### config.mk
export PLATFORM = sky130hd
export DESIGN_NAME = bcd_addsub_serial
export DESIGN_NICKNAME = d
export VERILOG_FILES = /design/src/rtl/bcd_pkg.sv /design/src/rtl/bcd_digit_adder.sv /design/src/rtl/bcd_addsub_serial.sv
export SDC_FILE = /design/constraint.sdc
export NUM_CORES = 1
export LEC_CHECK = 0
export CORE_MARGIN = 1
export CORE_UTILIZATION = 40
export DETAILED_ROUTE_END_ITERATION = 12
export GPL_TIMING_DRIVEN = 1
export PLACE_DENSITY = 0.76
export SETUP_SLACK_MARGIN = 0.4
export SYNTH_ARGS = -nofsm -noshare
export SYNTH_HDL_FRONTEND = slang
export SYNTH_SLANG_ARGS = --single-unit
### constraint.sdc
create_clock -name clk -period 6.21 [get_ports clk]
set_input_delay 1.5525 -clock clk [delete_from_list [all_inputs] [get_ports clk]]
set_output_delay 1.5525 -clock clk [all_outputs]
set_load 0.05 [all_outputs]
### src/rtl/bcd_pkg.sv
// Shared definitions for the serial BCD add/subtract unit.
package bcd_pkg;
   localparam int DIGIT_W = 4;
   localparam int BCD_MAX = 9;

   typedef enum logic {
      IDLE = 1'b0,
      RUN  = 1'b1
   } state_t;
endpackage

### src/rtl/bcd_digit_adder.sv
// One BCD digit of addition: binary sum with a +6 correction when it leaves 0..9.
module bcd_digit_adder
   import bcd_pkg::*;
(
   input  logic [DIGIT_W-1:0] a,
   input  logic [DIGIT_W-1:0] b,
   input  logic               ci,
   output logic [DIGIT_W-1:0] s,
   output logic               co
);

   logic [DIGIT_W:0] raw;

   always_comb begin
      raw = {1'b0, a} + {1'b0, b} + {{DIGIT_W{1'b0}}, ci};
      co  = (raw > (DIGIT_W+1)'(BCD_MAX));
      s   = co ? raw[DIGIT_W-1:0] + DIGIT_W'(6) : raw[DIGIT_W-1:0];
   end

endmodule

### src/rtl/bcd_addsub_serial.sv
// Digit-serial BCD adder/subtractor: one digit per clock, least significant first.
// Subtraction adds the nine's complement of b with the carry seeded by NOT cin.
module bcd_addsub_serial
   import bcd_pkg::*;
#(
   parameter int DIGITS = 4
)
(
   input  logic                  clk,
   input  logic                  rst,
   input  logic                  start,
   input  logic                  op,
   input  logic [4*DIGITS-1:0]   a,
   input  logic [4*DIGITS-1:0]   b,
   input  logic                  cin,
   output logic                  busy,
   output logic                  done,
   output logic [4*DIGITS-1:0]   result,
   output logic                  cout,
   output logic                  invalid
);

   localparam int W     = DIGIT_W * DIGITS;
   localparam int IDX_W = $clog2(DIGITS) + 1;

   state_t             state, state_nxt;
   logic [W-1:0]       a_sh, b_sh, b_eff;
   logic [IDX_W-1:0]   idx;
   logic               carry, carry_nxt, inv_l, in_bad;
   logic [DIGIT_W-1:0] sum_d;
   logic               accept, last;

   // Operand screening and nine's complement are done once, at acceptance.
   always_comb begin
      // NOTE: every combinational output gets a default first so no path leaves it unassigned (no latch).
      in_bad = 1'b0;
      b_eff  = b;
      for (int i = 0; i < DIGITS; i++) begin
         if (a[i*DIGIT_W +: DIGIT_W] > DIGIT_W'(BCD_MAX) ||
             b[i*DIGIT_W +: DIGIT_W] > DIGIT_W'(BCD_MAX))
            in_bad = 1'b1;
         if (op)
            b_eff[i*DIGIT_W +: DIGIT_W] = DIGIT_W'(BCD_MAX) - b[i*DIGIT_W +: DIGIT_W];
      end
   end

   assign accept = (state == IDLE) && start;
   assign last   = (state == RUN) && (idx == IDX_W'(DIGITS - 1));
   assign busy   = (state == RUN);

   always_comb begin
      state_nxt = state;
      case (state)
         IDLE:    if (start) state_nxt = RUN;
         RUN:     if (last)  state_nxt = IDLE;
         default: state_nxt = IDLE;
      endcase
   end

   bcd_digit_adder u_digit (
      .a  (a_sh[DIGIT_W-1:0]),
      .b  (b_sh[DIGIT_W-1:0]),
      .ci (carry),
      .s  (sum_d),
      .co (carry_nxt)
   );

   // NOTE: sequential state uses non-blocking assignments so every register samples pre-edge values.
   always_ff @(posedge clk) begin
      if (rst) begin
         state   <= IDLE;
         done    <= 1'b0;
         result  <= '0;
         cout    <= 1'b0;
         invalid <= 1'b0;
      end else begin
         state <= state_nxt;
         done  <= last;
         if (state == RUN) begin
            result[idx*DIGIT_W +: DIGIT_W] <= inv_l ? '0 : sum_d;
            if (last) begin
               cout    <= ~inv_l & carry_nxt;
               invalid <= inv_l;
            end
         end
      end
   end

   // NOTE: the datapath is not reset; it is only observed in RUN, which is always entered through accept.
   always_ff @(posedge clk) begin
      if (accept) begin
         a_sh  <= a;
         b_sh  <= b_eff;
         carry <= op ? ~cin : cin;
         inv_l <= in_bad;
         idx   <= '0;
      end else if (state == RUN) begin
         a_sh  <= a_sh >> DIGIT_W;
         b_sh  <= b_sh >> DIGIT_W;
         carry <= carry_nxt;
         idx   <= idx + IDX_W'(1);
      end
   end

endmodule
# Yosys cells after proc, flatten, opt, wreduce, memory -nomap -nowiden
# Index checks and enable logic that the tools add are counted.
totals:
  regBits: 57
  output_inout_bits: 20
op_classes:
  bitwise_logic: 4
  n_eq_ne: 1
  n_reduce_logical: 9
  n_lt_le_gt_ge: 9
  addsub: 9
  n_shift: 2
  n_mux: 18
ops:
  columns: ["cell", "n"]
  rows:
  - ["16-bit 2-to-1 mux", 4]
  - ["5-bit negation with 34-bit output", 1]
  - ["4-bit by 34-bit variable shift with 16-bit output (first input constant)", 1]
  - ["4-bit by 34-bit indexed part select with 16-bit output", 1]
  - ["4-bit > comparator (second input constant)", 8]
  - ["4-bit 2-to-1 mux", 6]
  - ["16-bit bitwise mux", 1]
  - ["4-bit subtractor (first input constant)", 4]
  - ["1-bit 2-to-1 mux", 6]
  - ["4-bit by 4-bit adder with 5-bit output", 1]
  - ["5-bit by 1-bit adder with 5-bit output", 1]
  - ["5-bit by 4-bit > comparator with 1-bit output (second input constant)", 1]
  - ["4-bit by 3-bit adder with 4-bit output (second input constant)", 1]
  - ["1-bit logical OR", 4]
  - ["3-bit by 1-bit adder with 3-bit output (second input constant)", 1]
  - ["3-bit by 2-bit == test with 1-bit output (second input constant)", 1]
  - ["1-bit inverter", 3]
  - ["3-bit OR reduction", 1]
  - ["1-bit logical AND", 2]
  - ["1-bit case mux with 2 select lines", 1]
  - ["2-bit AND reduction", 1]
  - ["2-bit nonzero test", 1]
  - ["1-bit bitwise AND", 1]

# Longest topological paths before layout
# Gate-level depths: netlist of run 1.
depth:
  word_depth: 7
  depth_mapped: 8
  depth_no_buf: 8

# Cells and area by module
# A second synthesis of run 1 with hierarchy kept.
unflattened:
  hier_cells: 295
  area_unflattened_um2: 2881.5
modules_own_cells:
  columns: ["mod", "cells_per_inst", "area_each_um2", "instances"]
  rows:
  - ["bcd_addsub_serial", 273, 2670.1, 1]
  - ["bcd_digit_adder", 22, 211.5, 1]

# Worst setup path before layout of run 1
# Ideal clock, no wire load.
synth_timing:
  kind: "register to register"
  from: "register a_sh[0]"
  to: "register result[2]"
  setup_slack_ns: 3.409
  path_stages_with_launch: 9
  arrival_time_ns: 2.709
  path_buffers: 0
  cell_sequence: "edfxtp_1 -> fa_1 -> fa_1 -> xnor2_1 -> ha_1 -> nor2b_1 -> o41ai_4 -> mux2_2 -> o32ai_1"
synth_via:
  elab_chain_cells: 7
synth_lines:
  columns: ["element", "line", "text"]
  rows:
  - ["start, declared", "bcd_addsub_serial.sv:27", "logic [W-1:0] a_sh, b_sh, b_eff;"]
  - ["start signal, assigned", "bcd_addsub_serial.sv:98", "a_sh <= a_sh >> DIGIT_W;"]
  - ["4-bit by 4-bit adder with 5-bit output (*)", "bcd_digit_adder.sv:15", "raw = {1'b0, a} + {1'b0, b} + {{DIGIT_W{1'b0}}, ci};"]
  - ["5-bit by 1-bit adder with 5-bit output (*)", "bcd_digit_adder.sv:15", null]
  - ["4-bit by 3-bit adder with 4-bit output / 5-bit by 4-bit > comparator with 1-bit output (equally long branches)", "bcd_digit_adder.sv:17, bcd_digit_adder.sv:16", null]
  - ["4-bit 2-to-1 mux (*)", "bcd_digit_adder.sv:17", "s = co ? raw[DIGIT_W-1:0] + DIGIT_W'(6) : raw[DIGIT_W-1:0];"]
  - ["4-bit 2-to-1 mux (*)", "bcd_addsub_serial.sv:80", "result[idx*DIGIT_W +: DIGIT_W] <= inv_l ? '0 : sum_d;"]
  - ["4-bit by 34-bit indexed part select with 16-bit output (*)", "bcd_addsub_serial.sv:80", null]
  - ["16-bit bitwise mux (*)", "bcd_addsub_serial.sv:80", null]
  - ["end signal, assigned by index", "bcd_addsub_serial.sv:80", null]
  - ["end, declared", "bcd_addsub_serial.sv:18", "output logic [4*DIGITS-1:0] result,"]
# Mark *: on every way between the ends. The rest lies on a longest branch, timed or not.
# A chain may end at the register's enable or synchronous reset.

# Final worst setup path of run 1
layout_timing:
  from: "register state, in the netlist busy"
  to: "output port busy"
layout_rtl:
  columns: ["element", "line", "text"]
  rows:
  - ["start, declared", "bcd_addsub_serial.sv:26", "state_t state, state_nxt;"]
  - ["start signal, assigned", "bcd_addsub_serial.sv:77", "state <= state_nxt;"]
  - ["end, declared", "bcd_addsub_serial.sv:16", "output logic busy,"]
# No word-level cell between the ends.

==> results of run 1 <==
[worst max path at each step]
stage	cells past startpoint	to	slack [ps]	startpoint
3_3_place_gp	5	a_sh[15]	2670	start
4_1_cts	1	busy	2820	busy
3_5_place_dp	5	a_sh[13]	2640	start
6_report	1	busy	2830	busy
5_1_grt	1	busy	2750	busy
2_1_floorplan	8	result[2]	3410	a_sh[0]
[cell type report]
type | count | area share (%)
sequential | 57 | 40.7
clock buffer | 13 | 5.53
timing repair buffer | 57 | 15.6
tap | 80 | 2.75
multi-input combinational | 197 | 33.3
clock inverter | 3 | 0.447
inverter | 17 | 1.75
[cell usage after synthesis (5+ instances only)]
master	n	area share, %
nand2_1	66	8.9
nand2b_1	5	1.1
edfxtp_1	34	36
o21ai_0	22	3.9
ha_1	15	6.7
nor2_1	15	2.0
inv_1	16	2.1
dfxtp_1	23	16
a21oi_1	8	1.4
xnor2_1	8	2.5
clkbuf_1	9	1.2
mux2i_1	6	2.1
[state kept, by name, indices dropped and copies added, names as in the netlist]
name	count
busy	1
done	1
inv_l	1
b_sh	16
invalid	1
carry	1
result	16
idx	3
cout	1
a_sh	16
[layer usage]
metal  GRT usage, %  vias to the layer above  part of all wire (%)
met5              0                        -                     0
met4           8.64                        0                   2.6
met3           4.81                       17                   5.0
met2           29.0                       64                    50
met1           18.4                      985                    42
li1               -                     1088                     -
[report_power, final]
group / total [mW] / internal (mW) / switching, mW / leakage (nW)
Clock: 0.365 / 0.214 / 0.151 / 0.116
Combinational: 0.263 / 0.116 / 0.147 / 0.782
Sequential: 0.460 / 0.443 / 0.0174 / 0.534
[tightest hold or removal path, delay by kind of cell (launching register included)]
kind               cells  cell delay [ps]
and+or+nand+nor        1               50
DFF                    1              310
AOI/OAI and AO/OA      1               50
[cells in the final DEF, fill, tap and decap left out, types with 3 or more instances in the layout]
cell	synthesis	final
nand2_1	66	66
clkdlybuf4s50_1	0	56
edfxtp_1	34	34
dfxtp_1	23	23
o21ai_0	22	22
inv_1	16	16
nor2_1	15	15
ha_1	15	15
clkbuf_8	0	11
xnor2_1	8	8
a21oi_1	8	8
mux2i_1	6	6
nand2b_1	5	5
xor2_1	4	4
nand3_1	4	4
and2_1	4	4
o21ai_1	4	4
nand4_1	4	4
and3_1	3	3
nor2b_1	3	3
o32ai_1	3	3
[stage by stage]
stage / power, mW / worst slack, ps / cells
2_1_floorplan: 0.653 / 3410 / 282
3_3_place_gp: 0.722 / 2670 / 408
3_5_place_dp: 0.734 / 2640 / 408
4_1_cts: 1.10 / 2820 / 424
5_1_grt: 1.15 / 2750 / 424
6_report: 1.09 / 2830 / 424
[cell families (layout without fill, tap and decap cells)]
family / Yosys count / in the layout / synth area share, %
buffers and inverters: 28 / 90 / 3.76
and+or+nand+nor: 110 / 110 / 17.3
muxes: 7 / 7 / 2.55
AOI/OAI and AO/OA: 51 / 51 / 11.6
xor gates and xnor gates: 12 / 12 / 3.76
DFF: 57 / 57 / 53.0
adders and majority gates: 17 / 17 / 8.14
==> results.sh, run 1 <==
export IMPL_drt_pass1_iterations=4
export IMPL_rrSetupSlack_ps=3080
export IMPL_ys_dominant_reg_cell="edfxtp_1"
export IMPL_port_buffers=56
export IMPL_diodes=0
export IMPL_seq_area_frac_synth_pct=53.0
export IMPL_clock_root_buffer="clkbuf_8"
export IMPL_path_class="flop to output port"
export IMPL_ant_nets=0
export IMPL_nets=393
export IMPL_synth_edff_count=34
export IMPL_avgSynthCellArea_sq_um=9.92
export IMPL_yosysWarnings=0
export IMPL_drive_gt1_share_pct=6.40
export IMPL_drtIter0Drc=77
export IMPL_crit_chain="clkdlybuf4s50_1"
export IMPL_cp_top_family="buffers and inverters"
export IMPL_cts_buffers=9
export IMPL_rsz0062_at_grt="no"
export IMPL_cts_sinks=57
export IMPL_finalHoldViolations=0
export IMPL_cp_arrival_ps=1830
export IMPL_status="completed"
export IMPL_cts_repair_resized=0
export IMPL_synth_seq_cells=57
export IMPL_overflow=0
export IMPL_multiInputGateArea_sq_mm=0.00121
export IMPL_finalCritPeriodShare_pct=54.5
export IMPL_p_per_area_mw_per_mm2=299
export IMPL_drv_cap=0
export IMPL_cp_slowest_cell="clkdlybuf4s50_1"
export IMPL_cts_tree="yes"
export IMPL_reg2reg_depth=8
export IMPL_place_area_sq_mm=0.00342
export IMPL_power_leakage_nw=1.43
export IMPL_track_usage_pct=16.6
export IMPL_reg2reg_to="result[2]"
export IMPL_core_area_sq_mm=0.00676
export IMPL_worstMarginPinSlew_ps=793
export IMPL_setup_violations=0
export IMPL_cp_max_fo=16
export IMPL_final_util_pct=53.9
export IMPL_holdWs_ps=448
export IMPL_grt_pass1_wl_um=9240
export IMPL_fillerInstances=599
export IMPL_postCtsHoldBufs=0
export IMPL_grt_pass1_vias=2089
export IMPL_regArea_sq_mm=0.00148
export IMPL_crit_buf_inv=1
export IMPL_cpPeakStageDelay_ps=890
export IMPL_fin_crit_ps=3380
export IMPL_whs_path_depth=2
export IMPL_grt_start_max_net_pins=43
export IMPL_netlist_instances=282
export IMPL_clk_pin_slew_ps=70
export IMPL_rows=30
export IMPL_hp_start="result[10]"
export IMPL_start_kind="flop"
export IMPL_synth_area_sq_mm=0.00280
export IMPL_hp_class="flop to flop"
export IMPL_fin_tns_setup_ps=0
export IMPL_syn_nets=336
export IMPL_htreeDepth=3
export IMPL_rr_startpoint="a_sh[0]"
export IMPL_final_setup_skew_ps=5.46
export IMPL_dpl_hpwl_um=4070
export IMPL_async_reset_ff_share_pct=0
export IMPL_vias_per_cell=5.08
export IMPL_critical_path_required_ps=4660
export IMPL_routed_wl_um=5510
export IMPL_dieArea_sq_mm=0.00733
export IMPL_drc_errors=0
export IMPL_start_util_pct=41.4
export IMPL_place_gp_congestion=0.777
export IMPL_antenna_found_initial=0
export IMPL_critPathCaptureType="output port"
export IMPL_worstHoldEndpoint="result[10]"
export IMPL_io_pin_count=57
export IMPL_timing_fmax_mhz=296
export IMPL_syn_to_final_growth_pct=30.2
export IMPL_post_cts_buffers=0
export IMPL_fin_area_sq_mm=0.00364
export IMPL_die_w_um=85.6
export IMPL_slew_violations=0
export IMPL_synthDistinctLibCells=38
export IMPL_slew_headroom_pct=47.2
export IMPL_insertion_delay_ps=340
export IMPL_clockBufferDepth=2
export IMPL_die_h_um=85.6
export IMPL_wl_per_cell_um=13.0
export IMPL_vias=2154
export IMPL_irDropWorstVdd_mv=0.129
Power figures use the tool's default switching activity.
==> run 2: changes to the inputs <==
Settings changed: PLACE_DENSITY 0.76 to 0.78.
Clock period 6.21 ns to 3.1 ns, I/O delays scaled along.
==> run 2 against run 1 <==
Net effect: die area unchanged; hold slack worse by 2.3 ps; sequential power up 100%; register-to-register slack worse by 2700 ps; clock skew up 2.7 ps; non-clock buffer count up 9; cell count up 2.1%.
==> results.sh, run 2 (same netlist as run 1, synthesis figures left out) <==
export IMPL_status="completed"
export IMPL_slew_violations=0
export IMPL_drive_gt1_share_pct=10.8
export IMPL_drtIter0Drc=109
export IMPL_drv_cap=0
export IMPL_rrSetupSlack_ps=410
export IMPL_setup_violations=0
export IMPL_core_area_sq_mm=0.00676
export IMPL_dpl_hpwl_um=4290
export IMPL_place_area_sq_mm=0.00348
export IMPL_routed_wl_um=5870
export IMPL_fin_area_sq_mm=0.00377
export IMPL_diodes=0
export IMPL_port_buffers=56
export IMPL_worstMarginPinSlew_ps=508
export IMPL_critPathCaptureType="flop"
export IMPL_dieArea_sq_mm=0.00733
export IMPL_track_usage_pct=16.9
export IMPL_power_leakage_nw=1.49
export IMPL_io_pin_count=57
export IMPL_finalHoldViolations=0
export IMPL_die_w_um=85.6
export IMPL_overflow=0
export IMPL_slew_headroom_pct=66.0
export IMPL_insertion_delay_ps=330
export IMPL_vias_per_cell=5.14
export IMPL_final_setup_skew_ps=8.14
export IMPL_nets=402
export IMPL_final_cell_mix="nand2_1 (66), clkdlybuf4s50_1 (56), edfxtp_1 (34)"
export IMPL_holdWs_ps=445
export IMPL_postCtsHoldBufs=0
export IMPL_layout_commonest_cell="nand2_1"
export IMPL_multiInputGateArea_sq_mm=0.00128
export IMPL_cp_arrival_ps=2900
export IMPL_p_per_area_mw_per_mm2=606
export IMPL_fillerInstances=590
export IMPL_cp_common_cell="fa_2"
export IMPL_start_kind="flop"
export IMPL_cts_buffers=9
export IMPL_grt_pass1_wl_um=9470
export IMPL_rows=30
export IMPL_antenna_found_initial=0
export IMPL_cts_sinks=57
export IMPL_die_h_um=85.6
export IMPL_start_util_pct=41.4
export IMPL_reg2reg_to="result[14]"
export IMPL_critPathLaunch="a_sh[0]"
export IMPL_top_regs="a_sh: 16 flops, b_sh: 16 flops, result: 16 flops"
export IMPL_reg2reg_depth=8
export IMPL_ant_nets=0
export IMPL_post_place_ws_ps=198
export IMPL_drc_errors=0
export IMPL_clock_root_buffer="clkbuf_8"
export IMPL_cp_slowest_cell="fa_2"
export IMPL_setup_slack_ps=414
export IMPL_fin_tns_setup_ps=0
export IMPL_irDropWorstVdd_mv=0.249
export IMPL_hp_class="flop to flop"
export IMPL_grt_pass1_vias=2095
export IMPL_rr_startpoint="a_sh[0]"
export IMPL_timing_fmax_mhz=372
export IMPL_grt_start_max_net_pins=23
export IMPL_drt_pass1_iterations=6
export IMPL_cp_max_fo=4
export IMPL_htreeDepth=3
export IMPL_rsz0062_at_grt="yes"
export IMPL_clk_pin_slew_ps=60
export IMPL_cp_endpoint="result[14]"
export IMPL_critical_path_required_ps=3320
export IMPL_clockBufferDepth=2
export IMPL_crit_chain="fa_2 -> fa_2 -> xnor2_4 -> and3_1 -> o41ai_4 -> buf_4 -> mux2i_1 -> a22o_1"
export IMPL_path_class="flop to flop"
export IMPL_cts_tree="yes"
export IMPL_cpPeakStageDelay_ps=430
export IMPL_fin_crit_ps=2690
export IMPL_finalCritPeriodShare_pct=86.6
export IMPL_regArea_sq_mm=0.00148
export IMPL_vias=2226
export IMPL_place_gp_congestion=0.812
export IMPL_wl_per_cell_um=13.6
export IMPL_syn_to_final_growth_pct=34.7
-- run 2: power by group --
group | internal [mW] | total, mW | leakage (nW) | switching, mW
registers | 0.887 | 0.919 | 0.534 | 0.0323
clock network | 0.380 | 0.658 | 0.102 | 0.278
logic | 0.353 | 0.707 | 0.853 | 0.354
total | 1.62 | 2.28 | 1.49 | 0.664
-- run 2: metrics by stage --
stage / util (%) / total power [mW] / std cells
after global placement: 51.5 / 1.46 / 413
after CTS: 55.1 / 2.21 / 432
after floorplan: - / 1.32 / 282
after global routing: 55.8 / 2.40 / 433
after detailed placement: 51.5 / 1.48 / 413
final: 55.8 / 2.28 / 433
-- run 2: critical path: cells and delay by family (launching register included) --
kind	cells	cell delay, ps
simple gates	1	240
fa+ha+maj	2	830
buf+inv	1	220
compound gates	2	610
mux	1	70
xor+xnor	1	190
flops	1	410
-- run 2: layout make-up --
class,count,share of cell area (%)
Tap cell,80,2.66
Sequential cell,57,39.3
Clock inverter,2,0.266
Inverter,17,1.76
Clock buffer,14,4.88
Multi-Input combinational cell,197,33.9
Timing Repair Buffer,66,17.2
-- run 2: layer usage --
metal / track usage [%] / vias to the layer above / wire [um] / share of wire, %
li1: - / 1115 / - / -
met3: 5.68 / 4 / 310 / 5.3
met1: 19.2 / 1034 / 2490 / 42
met5: 0 / - / 0 / 0
met4: 3.64 / 0 / 21 / 0.36
met2: 30.8 / 73 / 3050 / 52
-- run 2: what timing repair did --
action	4_1_cts	5_1_grt
buffers inserted	3	1
endpoints found under the setup margin	9	10
gates resized for setup	8	5
gates cloned	0	0
pin swaps	4	3
-- run 2: how the worst min path moves through the flow --
stage | cells past startpoint | to | slack [ps] | from
global placement | 2 | result[5] | 440 | result[5]
finish | 2 | result[9] | 450 | result[9]
floorplan | 2 | idx[2] | 490 | idx[2]
global route | 2 | result[9] | 460 | result[9]
detailed placement | 2 | result[9] | 440 | result[9]
CTS | 2 | result[9] | 450 | result[9]
